File: src/rtl/md5_gen_pkg.sv
// Shared constants and state encoding for the MD5 candidate generator.
package md5_gen_pkg;
  localparam logic [7:0] ASCII_ZERO = 8'h30;
  localparam logic [7:0] ASCII_NINE = 8'h39;
  localparam int DEF_LANES  = 3;
  localparam int DEF_DIGITS = 8;

  typedef enum logic [1:0] {
    IDLE = 2'b00,
    RUN  = 2'b01,
    DONE = 2'b10
  } state_t;
endpackage

File: src/rtl/md5_cand_gen_ascii_dec_add.sv
// Combinational ASCII-decimal adder: adds a 0..9 addend to the least
// significant character and ripples the carry through the whole string.
module ascii_dec_add import md5_gen_pkg::*; #(
  parameter int DIGITS = DEF_DIGITS
) (
  input  logic [DIGITS*8-1:0] din,
  input  logic [3:0]          addend,
  output logic [DIGITS*8-1:0] sum,
  output logic                carry_out
);
  logic [7:0] s;
  logic       c;

  // Working on the raw byte keeps every result inside '0'..'9':
  // at most 8'h39 + 9 + 1 = 8'h43, pulled back by 10 on carry.
  always_comb begin
    c   = 1'b0;
    s   = '0;
    sum = din;
    for (int i = 0; i < DIGITS; i++) begin
      s = din[i*8 +: 8] + ((i == 0) ? {4'b0, addend} : 8'd0) + {7'b0, c};
      if (s > ASCII_NINE) begin
        s = s - 8'd10;
        c = 1'b1;
      end else begin
        c = 1'b0;
      end
      sum[i*8 +: 8] = s;
    end
    carry_out = c;
  end
endmodule

File: src/rtl/md5_cand_gen.sv
// Candidate producer: LANES ASCII decimal passwords per beat, valid/ready out.
// Optional issued-candidate counter under `define MD5_CAND_COUNT_EN.
module md5_cand_gen import md5_gen_pkg::*; #(
  parameter int LANES  = DEF_LANES,
  parameter int DIGITS = DEF_DIGITS
) (
  input  logic                      clk,
  input  logic                      reset_n,
  input  logic                      start,
  input  logic                      stop,
  output logic                      cand_valid,
  input  logic                      cand_ready,
  output logic [LANES*DIGITS*8-1:0] cand_data,
  output logic [LANES-1:0]          lane_mask,
  output logic                      busy,
  output logic                      exhausted
`ifdef MD5_CAND_COUNT_EN
  ,
  output logic [31:0]               issued_cnt
`endif
);
  localparam logic [3:0] ADD = 4'(LANES);

  state_t                               state;
  logic [LANES-1:0][DIGITS*8-1:0]       lane_q, lane_nxt, lane_init;
  logic [LANES-1:0]                     wrap, carry, wrap_nxt;

  assign cand_data = lane_q;
  assign wrap_nxt  = wrap | carry;

  always_comb begin
    lane_init = '0;
    for (int k = 0; k < LANES; k++) begin
      lane_init[k]       = {DIGITS{ASCII_ZERO}};
      lane_init[k][7:0]  = ASCII_ZERO + 8'(k);
    end
  end

  for (genvar k = 0; k < LANES; k++) begin : g_lane
    ascii_dec_add #(.DIGITS(DIGITS)) u_add (
      .din      (lane_q[k]),
      .addend   (ADD),
      .sum      (lane_nxt[k]),
      .carry_out(carry[k])
    );
  end

`ifdef MD5_CAND_COUNT_EN
  logic [32:0] cnt_sum;
  assign cnt_sum = {1'b0, issued_cnt} + 33'($countones(lane_mask));
`endif

  always_ff @(posedge clk or negedge reset_n) begin
    if (!reset_n) begin
      state      <= IDLE;
      cand_valid <= 1'b0;
      busy       <= 1'b0;
      exhausted  <= 1'b0;
      lane_mask  <= '0;
      wrap       <= '0;
      for (int k = 0; k < LANES; k++) lane_q[k] <= {DIGITS{ASCII_ZERO}};
`ifdef MD5_CAND_COUNT_EN
      issued_cnt <= '0;
`endif
    end else begin
      case (state)
        IDLE, DONE: if (start) begin
          state      <= RUN;
          lane_q     <= lane_init;
          wrap       <= '0;
          lane_mask  <= '1;
          cand_valid <= 1'b1;
          busy       <= 1'b1;
          exhausted  <= 1'b0;
`ifdef MD5_CAND_COUNT_EN
          issued_cnt <= '0;
`endif
        end
        RUN: begin
          // stop wins over a same-cycle handshake: that beat is not advanced
          if (stop) begin
            state      <= IDLE;
            cand_valid <= 1'b0;
            busy       <= 1'b0;
            lane_mask  <= '0;
          end else if (cand_ready) begin
            for (int k = 0; k < LANES; k++)
              if (!wrap[k]) lane_q[k] <= lane_nxt[k];
            wrap <= wrap_nxt;
`ifdef MD5_CAND_COUNT_EN
            issued_cnt <= cnt_sum[32] ? 32'hFFFF_FFFF : cnt_sum[31:0];
`endif
            if (&wrap_nxt) begin
              state      <= DONE;
              cand_valid <= 1'b0;
              busy       <= 1'b0;
              lane_mask  <= '0;
              exhausted  <= 1'b1;
            end else begin
              lane_mask  <= ~wrap_nxt;
            end
          end
        end
        default: state <= IDLE;
      endcase
    end
  end
endmodule

File: config.mk
export PLATFORM = sky130hd
export DESIGN_NAME = md5_cand_gen
export DESIGN_NICKNAME = d
export VERILOG_FILES = /design/src/rtl/md5_gen_pkg.sv /design/src/rtl/md5_cand_gen_ascii_dec_add.sv /design/src/rtl/md5_cand_gen.sv
export SDC_FILE = /design/constraint.sdc
export NUM_CORES = 1
export LEC_CHECK = 0
export CORE_MARGIN = 4
export CORE_UTILIZATION = 52
export DETAILED_ROUTE_END_ITERATION = 12
export PLACE_DENSITY = 0.84
export SLEW_MARGIN = 20
export SYNTH_ARGS = -nofsm -noshare
export SYNTH_HDL_FRONTEND = slang
export SYNTH_SLANG_ARGS = --single-unit
File: constraint.sdc
create_clock -name clk -period 10.95 [get_ports clk]
set_input_delay 2.7375 -clock clk [delete_from_list [all_inputs] [get_ports clk]]
set_output_delay 2.7375 -clock clk [all_outputs]
set_load 0.03 [all_outputs]
==> results.cfg, run 1 <==
[power]
power.ir.vdd_worst_v = 0.000128
fin_total_pwr_mw = 2.41
comb_power_share = 0.258
static-leakage-power_nw = 8.72
power_density_nw_per_um2 = 114
p_int_mw = 1.61
switching_fraction = 0.333
power_switching_mw = 0.804
power_frac_clock = 0.380
power_frac_seq = 0.363

[cts]
cts_tree = built
depth_of_the_cts_h_tree = 1
cts.reportedPaths.clkPinSlew_ps = 70
postCtsHoldBufs = 0
cts_inserted_buffers = 25
clk_root_buffer_cell = sky130_fd_sc_hd__clkbuf_16
cts-root-to-sink-buffers = 3
cts.sinks = 202
clkLatencyLatePin_ps = 530

[sta]
setup-tns-final_ps = 0
min_period_ps = 10480
timing.final.hold_violations = 0
fin_worst_skew_ps = 14.0
fin_crit_sh = 0.957
max_freq_ghz = 0.0954
worst_hold_slack_ps = 484
worst_slack_ps = 467
tightestPinTransition_ps = 956
maxSlewViolCount = 0
final_count_of_negative_setup_slack_endpoints = 0
timing.max_slew.rel_slack = 0.361

[worst_hold_path]
holdCritStartpoint = exhausted$_DFFE_PN0P_
worst_hold_path.num_cells = 2
hold-path-endpoint = exhausted$_DFFE_PN0P_
hold_path.class = flip-flop to flip-flop

[logic_synthesis]
synth-seq-cells = 202
synth_edf_count = 0
distinct_cell_type_count_of_the_synthesized_netlist = 107
average_cell_area_after_synthesis_um2 = 8.04
syn_area_um2 = 17200
synthArstFlopShare = 1.00
ys.warnings.count = 0
post_synth_inst_count = 2140
synth_nets = 2220
synth_sequential_area_ratio = 0.297
dominantRegCellSynth = sky130_fd_sc_hd__dfrtp_1

[drt]
route.detailed.wl_per_inst_um = 17.9
ant_nets = 0
via_cell_ratio = 6.15
drt-pass1-iter-count = 5
detail_route.wirelength_mm = 49.2
vias = 16900
post-route-drc-count = 0
initialDrtViolationCount = 1241

[die]
chipHeight_um = 190
floorplan.die.width_um = 190
floorplan.rows = 66
floorplan.core_area_um2 = 32600
floorplan.initialDensity = 0.527
boundaryPins = 203
dieArea_um2 = 36000

[critical_path]
critical_path_start_type = flip-flop
arrival_worst_endpoint_ps = 10890
worstPathRequired_ps = 11360
worst_path_largest_cell_delay_ps = 610
r2r_path_end = cand_data[123]$_DFFE_PN0P_
worst-r2r-setup-slack_ps = 470
top_cell_by_count_worst_path = sky130_fd_sc_hd__nand3_1
setup.worst_path.class = flip-flop to flip-flop
reg2reg_launch_point = cand_data[68]$_DFFE_PN1P_
crit_slowest_cell = sky130_fd_sc_hd__dfstp_2
reg2reg_depth = 42
path_max_fanout = 10
setup.worst_path.end_class = flip-flop
setup.worst_path.start = cand_data[68]$_DFFE_PN1P_

[placed_design]
routabilityCongestion = 0.949
portbufs = 202
dpl.cell_count = 2684
placedInstanceArea_um2 = 19600
post_place_setup_slack_ps = -579
dp_hpwl_mm = 32.2

[global_route]
grt_use_met3 = 0.0589
grt.met2_usage = 0.426
grtUsageTotal = 0.258
first_pass_grt_wire_length_mm = 80.0
via_count_of_the_first_global_routing_pass = 16200
use_met1 = 0.336
largest_net_degree_at_the_start_of_global_routing = 89
overflow = 0
antenna_found_initial = 2
grt.busiest_layer = met2

[layout]
antenna-diode-count = 0
final_nets = 2365
final_layout_size_suffix_gt1_frac = 0.147
instances_no_fill = 2745
area.growth.synth_to_final_pct = 22.6
final_core_util = 0.646
finish.instance_area_um2 = 21100

[flow_run]
max_cap_violations = 0

[status]
run_status = completed
[worst max path at each step]
stage	end	slack, ps	depth (start not counted)
floorplan	cand_data[190]$_DFFE_PN0P_	20	61
CTS	cand_data[190]$_DFFE_PN0P_	40	58
detailed placement	cand_data[123]$_DFFE_PN0P_	-580	43
finish	cand_data[123]$_DFFE_PN0P_	470	42
global route	cand_data[123]$_DFFE_PN0P_	-90	44
global placement	cand_data[123]$_DFFE_PN0P_	-260	42
[metal layers]
layer  wire length, um  share of wire
met5                29        0.00059
met3              3600          0.073
met2             22900           0.47
met4              1590          0.032
met1             21000           0.43
[placed cells by master (no fill, tap or decap), drive strengths merged, types with 14 or more instances in the layout]
cell / count
inv: 94
nor4: 20
a21o: 18
or3: 27
nand2b: 26
ha: 75
dfrtp: 154
clkbuf: 37
clkdlybuf4s50: 201
o31ai: 16
a31oi: 32
a22o: 25
nand2: 230
buf: 71
xnor2: 114
a21oi: 113
nand3: 142
o211ai: 15
dfstp: 48
and2: 16
o21bai: 24
and3: 53
nor3: 67
nor2b: 26
mux2i: 24
nor2: 141
or2: 16
xor2: 73
nand4: 24
o21ai: 155
a211oi: 14
[critical path: cells and delay by family (launching register included)]
family,cells,cell delay [ps]
muxes,3,960
buffers and inverters,1,100
adders and majority gates,7,1810
and+or+nand+nor,14,3180
AOI/OAI and AO/OA,17,3680
DFF,1,610
[sequential cells by signal, indices dropped and copies added (netlist names)]
name       flops
cand_data    192
lane_mask      3
wrap           3
state          2
busy           1
exhausted      1
[power by group through the flow]
| stage | combinational, mW | clock (mW) | sequential [mW] |
|---|---|---|---|
| detailed placement | 0.564 | 0 | 0.878 |
| finish | 0.622 | 0.916 | 0.875 |
| CTS | 0.578 | 0.933 | 0.866 |
| global placement | 0.550 | 0 | 0.875 |
| floorplan | 0.319 | 0 | 0.922 |
| global route | 0.675 | 0.956 | 0.882 |
[cell families (layout without fill, tap and decap cells)]
kind of cell / after synthesis / in the layout / share of synthesized area
buf+inv: 249 / 412 / 0.0632
xor+xnor: 187 / 187 / 0.0957
compound gates: 564 / 564 / 0.227
mux: 32 / 32 / 0.0202
simple gates: 824 / 824 / 0.238
fa+ha+maj: 82 / 82 / 0.0587
flops: 202 / 202 / 0.297
[synthesized netlist by cell type, drive strengths merged (53+ instances only)]
| library cell | instances | area (um^2) |
|---|---|---|
| nand3 | 142 | 716 |
| a21oi | 113 | 584 |
| dfrtp | 154 | 3850 |
| xor2 | 73 | 647 |
| nor2 | 141 | 529 |
| o21ai | 155 | 802 |
| nor3 | 67 | 335 |
| ha | 75 | 938 |
| buf | 67 | 399 |
| xnor2 | 114 | 998 |
| and3 | 53 | 347 |
| inv | 94 | 353 |
| nand2 | 230 | 863 |
| clkbuf | 88 | 334 |
[final cells by class]
class / instances / area [um^2]
fillers: 2580 / 11500
well taps: 442 / 553
flip-flops and latches: 202 / 5120
clock inverters: 9 / 145
repair buffers: 273 / 2560
multi-input cells: 1689 / 11600
inverters: 94 / 353
clock buffers: 36 / 757
[timing repair]
action / in CTS / in global routing
pin swaps: 3 / 19
buffers inserted: 3 / 13
setup endpoints to repair: 25 / 32
resized for setup: 19 / 92
Note: power is estimated with default switching activity, not from simulation.
==> run 2: changes to the inputs <==
GPL_ROUTABILITY_DRIVEN = 0   (was not set)
==> run 2 against run 1 <==
Combinational power rose by 2%. Cell count grew 0.44%. First-iteration DRC count is 12% higher. Routed wire length is 2.6% higher. Largest cell class unchanged. Setup slack lost 34 ps. Critical path depth up 15. Cell area rose by 0.49%. Core utilization rose by 0.32 points. Clock power is 5.6% lower. Clock skew rose by 16 ps.
==> results.cfg, run 2 (synthesis gave the netlist of run 1 again) <==
[placed_design]
portbufs = 202
post_place_setup_slack_ps = -575
dpl.cell_count = 2681
dp_hpwl_mm = 32.8

[layout]
area.growth.synth_to_final_pct = 23.2
seq_area_um2 = 5120
layout.cells.most_common_list = sky130_fd_sc_hd__nand2_1, sky130_fd_sc_hd__clkdlybuf4s50_1, sky130_fd_sc_hd__dfrtp_1
antenna-diode-count = 0
layout_commonest_cell = sky130_fd_sc_hd__nand2_1
instances_no_fill = 2757
num-fill-cells = 2563
multi_input_comb_area_um2 = 11700
final_nets = 2375
largest_register_ff_count = 192
final_layout_size_suffix_gt1_frac = 0.153

[power]
static-leakage-power_nw = 8.75
power.ir.vdd_worst_v = 0.000110
fin_total_pwr_mw = 2.37
power_density_nw_per_um2 = 112

[cts]
clkLatencyLatePin_ps = 550
cts.reportedPaths.clkPinSlew_ps = 60
cts_tree = built
depth_of_the_cts_h_tree = 1
cts-root-to-sink-buffers = 3
clk_root_buffer_cell = sky130_fd_sc_hd__clkbuf_16
cts.sinks = 202
postCtsHoldBufs = 0
cts_inserted_buffers = 26

[sta]
fin_worst_skew_ps = 30.5
max_freq_ghz = 0.0951
min_period_ps = 10520
final_count_of_negative_setup_slack_endpoints = 0
fin_crit_sh = 0.960
tightestPinTransition_ps = 1010
maxSlewViolCount = 0
timing.max_slew.rel_slack = 0.325
setup-tns-final_ps = 0
worst_slack_ps = 433
timing.final.hold_violations = 0

[critical_path]
top_cell_by_count_worst_path = sky130_fd_sc_hd__inv_1
worstPathRequired_ps = 11390
worst_path_largest_cell_delay_ps = 460
crit_slowest_cell = sky130_fd_sc_hd__xor2_1
path_max_fanout = 8
setup.worst_path.end_class = flip-flop
setup.worst_path.class = flip-flop to flip-flop
arrival_worst_endpoint_ps = 10960
critical_path_start_type = flip-flop

[global_route]
grtUsageTotal = 0.263
largest_net_degree_at_the_start_of_global_routing = 75
antenna_found_initial = 1
first_pass_grt_wire_length_mm = 81.4
overflow = 0
via_count_of_the_first_global_routing_pass = 16400

[drt]
detail_route.wirelength_mm = 50.4
drt-pass1-iter-count = 7
via_cell_ratio = 6.19
route.detailed.wl_per_inst_um = 18.3
initialDrtViolationCount = 1388
ant_nets = 0
vias = 17100
post-route-drc-count = 0

[die]
floorplan.core_area_um2 = 32600
dieArea_um2 = 36000
boundaryPins = 203
chipHeight_um = 190
floorplan.initialDensity = 0.527
floorplan.die.width_um = 190
floorplan.rows = 66

[status]
run_status = completed

[flow_run]
max_cap_violations = 0

[worst_hold_path]
hold_path.class = flip-flop to flip-flop
-- run 2: changes by cell type in the layout (fill, tap and decap cells not counted), sizes merged --
cell / previous run / this run
buf: 71 / 80
bufinv: 4 / 1
clkbuf: 37 / 42
clkinv: 5 / 6
-- run 2: routing by layer --
metal  global-route usage  vias up  routed length (um)  part of all wire
li1                     -     8001                   -                 -
met1                0.345     8274               21100              0.42
met2                0.438      671               24000              0.48
met3               0.0523      126                3750             0.074
met4               0.0865        2                1540             0.030
met5                    0        -                  13           0.00026
-- run 2: area by class of cell --
type                    count  area share
repair buffers            282       0.125
flip-flops and latches    202       0.242
multi-input cells        1689       0.551
clock inverters             7     0.00337
inverters                  94      0.0167
well taps                 442      0.0261
clock buffers              41      0.0371
-- run 2: critical path: cells and delay by family (launching register included) --
kind / cells / cell delay (ps)
buffers and inverters: 9 / 770
AOI/OAI and AO/OA: 14 / 2950
adders and majority gates: 13 / 2730
and+or+nand+nor: 15 / 2100
DFF: 1 / 450
xor gates and xnor gates: 6 / 1400
-- run 2: worst paths after layout --
check / endpoint / slack [ps] / startpoint / cells past startpoint
max in group asynchronous: cand_data[136]$_DFFE_PN0P_ / 6630 / reset_n / 3
max: cand_data[190]$_DFFE_PN0P_ / 430 / cand_data[129]$_DFFE_PN0P_ / 57
min reg2reg: lane_mask[0]$_DFFE_PN0P_ / 520 / lane_mask[0]$_DFFE_PN0P_ / 1
min in group asynchronous: cand_data[113]$_DFFE_PN0P_ / 2190 / reset_n / 1
max reg2reg: cand_data[190]$_DFFE_PN0P_ / 430 / cand_data[129]$_DFFE_PN0P_ / 57
min: lane_mask[0]$_DFFE_PN0P_ / 520 / lane_mask[0]$_DFFE_PN0P_ / 1
-- run 2: through the flow --
stage | area [um^2] | hold WS, ps | util
after floorplan | 17200 | 492 | -
after global placement | 19500 | 509 | 0.599
final | 21200 | 521 | 0.650
after global routing | 21200 | 551 | 0.650
after detailed placement | 19500 | 496 | 0.599
after CTS | 20500 | 520 | 0.629
-- run 2: timing repair --
item                                   CTS  global route
resized for setup                       24           101
pin swaps                                2            18
setup endpoints to repair               25            33
endpoints found under the hold margin    0             0
buffers inserted                         3            25
-- run 2: power by group --
part | switching [mW] | leakage (nW) | internal (mW)
Clock | 0.350 | 0.427 | 0.515
Sequential | 0.0754 | 2.62 | 0.796
Combinational | 0.387 | 5.70 | 0.248
Total | 0.813 | 8.75 | 1.56
==> run 3: changes to the inputs <==
CORE_MARGIN = 2   (was 4)
==> run 3 against run 2 <==
Cell area hardly changed. Highest routed layer is now met4. Critical path depth down 3. Register-to-register slack about the same. Combinational power shrank 3.3%. Hold slack worse by 33 ps. Clock skew shrank 8.0 ps. Setup slack gained 8.1 ps. Global-route usage is 0.86 points higher. First-iteration DRC count up 3.2%.
==> results.cfg, run 3 (synthesis gave the netlist of run 1 again) <==
[status]
run_status = completed

[sta]
fin_worst_skew_ps = 22.4
timing.max_slew.rel_slack = 0.375
final_count_of_negative_setup_slack_endpoints = 0
fin_crit_sh = 0.960
min_period_ps = 10510
timing.final.hold_violations = 0
maxSlewViolCount = 0
max_freq_ghz = 0.0952
setup-tns-final_ps = 0
tightestPinTransition_ps = 937

[critical_path]
worst-r2r-setup-slack_ps = 440
critical_path.top_delay_family = adder cells
worst_path_largest_cell_delay_ps = 630
top_cell_by_count_worst_path = sky130_fd_sc_hd__inv_1
arrival_worst_endpoint_ps = 10930
worstPathRequired_ps = 11370
setup.worst_path.start = cand_data[132]$_DFFE_PN1P_
combined_buffer_and_inverter_count_along_the_critical_path = 9
critical_path_start_type = flip-flop
crit_slowest_cell = sky130_fd_sc_hd__dfstp_2
setup.worst_path.end_class = flip-flop
reg2reg_launch_point = cand_data[132]$_DFFE_PN1P_
setup.worst_path.class = flip-flop to flip-flop
path_max_fanout = 8

[layout]
layout_commonest_cell = sky130_fd_sc_hd__nand2_1
final_nets = 2378
num-fill-cells = 2576
largest_register_ff_count = 192
multi_input_comb_area_um2 = 11600
seq_area_um2 = 5120
area.growth.synth_to_final_pct = 23.2
final_layout_size_suffix_gt1_frac = 0.154
layout.cells.most_common_list = sky130_fd_sc_hd__nand2_1, sky130_fd_sc_hd__clkdlybuf4s50_1, sky130_fd_sc_hd__dfrtp_1
antenna-diode-count = 0

[flow_run]
max_cap_violations = 0

[drt]
post-route-drc-count = 0
route.detailed.wl_per_inst_um = 18.1
drt-pass1-iter-count = 7
detail_route.wirelength_mm = 49.9
via_cell_ratio = 6.19
initialDrtViolationCount = 1433
vias = 17100
ant_nets = 0

[power]
power_density_nw_per_um2 = 113
fin_total_pwr_mw = 2.40
comb_power_share = 0.256
p_int_mw = 1.59
power.ir.vdd_worst_v = 0.000189
switching_fraction = 0.337
power_switching_mw = 0.809
power_frac_seq = 0.366
static-leakage-power_nw = 8.78
power_frac_clock = 0.378

[global_route]
antenna_found_initial = 1
largest_net_degree_at_the_start_of_global_routing = 75
first_pass_grt_wire_length_mm = 78.5
grtUsageTotal = 0.272
overflow = 0
via_count_of_the_first_global_routing_pass = 16000

[placed_design]
portbufs = 202
dp_hpwl_mm = 32.0

[die]
floorplan.rows = 66
dieArea_um2 = 34500
boundaryPins = 203
floorplan.initialDensity = 0.529
chipHeight_um = 186
floorplan.die.width_um = 186
floorplan.core_area_um2 = 32500

[worst_hold_path]
hold_path.class = flip-flop to flip-flop
holdCritStartpoint = exhausted$_DFFE_PN0P_

[cts]
clk_root_buffer_cell = sky130_fd_sc_hd__clkbuf_16
cts_tree = built
postCtsHoldBufs = 0
cts-root-to-sink-buffers = 3
depth_of_the_cts_h_tree = 1
cts_inserted_buffers = 26
clkLatencyLatePin_ps = 550
cts.sinks = 202
cts.reportedPaths.clkPinSlew_ps = 60
-- run 3: path summary, 6_finish.rpt --
kind / to / cells past startpoint
worst min-delay path: exhausted$_DFFE_PN0P_ / 2
min in group asynchronous: cand_data[119]$_DFFE_PN0P_ / 1
worst max register to register: cand_data[187]$_DFFE_PN0P_ / 54
worst min register to register: exhausted$_DFFE_PN0P_ / 2
worst max-delay path: cand_data[187]$_DFFE_PN0P_ / 54
max in group asynchronous: cand_data[6]$_DFFE_PN0P_ / 2
-- run 3: area by class of cell --
cell class              instances  area share
repair buffers                285       0.125
well taps                     442      0.0261
multi-input cells            1689       0.548
inverters                      94      0.0167
flip-flops and latches        202       0.242
clock buffers                  37      0.0360
clock inverters                11     0.00667
-- run 3: worst register-to-register path: cells and delay by family, from the launching register on --
family | cells | cell delay, ps
flops | 1 | 630
xor+xnor | 6 | 1180
simple gates | 14 | 2410
fa+ha+maj | 13 | 2890
compound gates | 12 | 2410
buf+inv | 9 | 860
-- run 3: what timing repair did --
item,CTS,global route
pin swaps,2,13
endpoints found under the setup margin,25,32
setup buffers,3,17
gates resized for setup,23,90
-- run 3: power by group through the flow --
stage,clock [mW],combinational (mW),sequential (mW)
after floorplan,0,0.319,0.922
after global placement,0,0.552,0.876
after detailed placement,0,0.570,0.880
after CTS,0.921,0.583,0.869
after global routing,0.950,0.666,0.884
final,0.906,0.615,0.878
-- run 3: metrics by stage --
stage / cells / util / hold WS (ps) / cell area, um^2 / setup WS, ps
floorplan: 2140 / - / 492 / 17200 / 24.1
global placement: 2692 / 0.603 / 469 / 19600 / -96.2
detailed placement: 2692 / 0.603 / 476 / 19600 / -428
CTS: 2743 / 0.635 / 495 / 20600 / 16.3
global route: 2760 / 0.651 / 538 / 21200 / -128
finish: 2760 / 0.651 / 488 / 21200 / 441
-- run 3: routing by layer --
layer  wire length [um]  share of wire  global-route usage  vias to the layer above
li1                   -              -                   -                     7982
met1              20300           0.41               0.345                     8288
met2              23700           0.48               0.455                      676
met3               4350          0.087              0.0640                      134
met4               1510          0.030              0.0907                        0
met5                  0              0                   0                        -
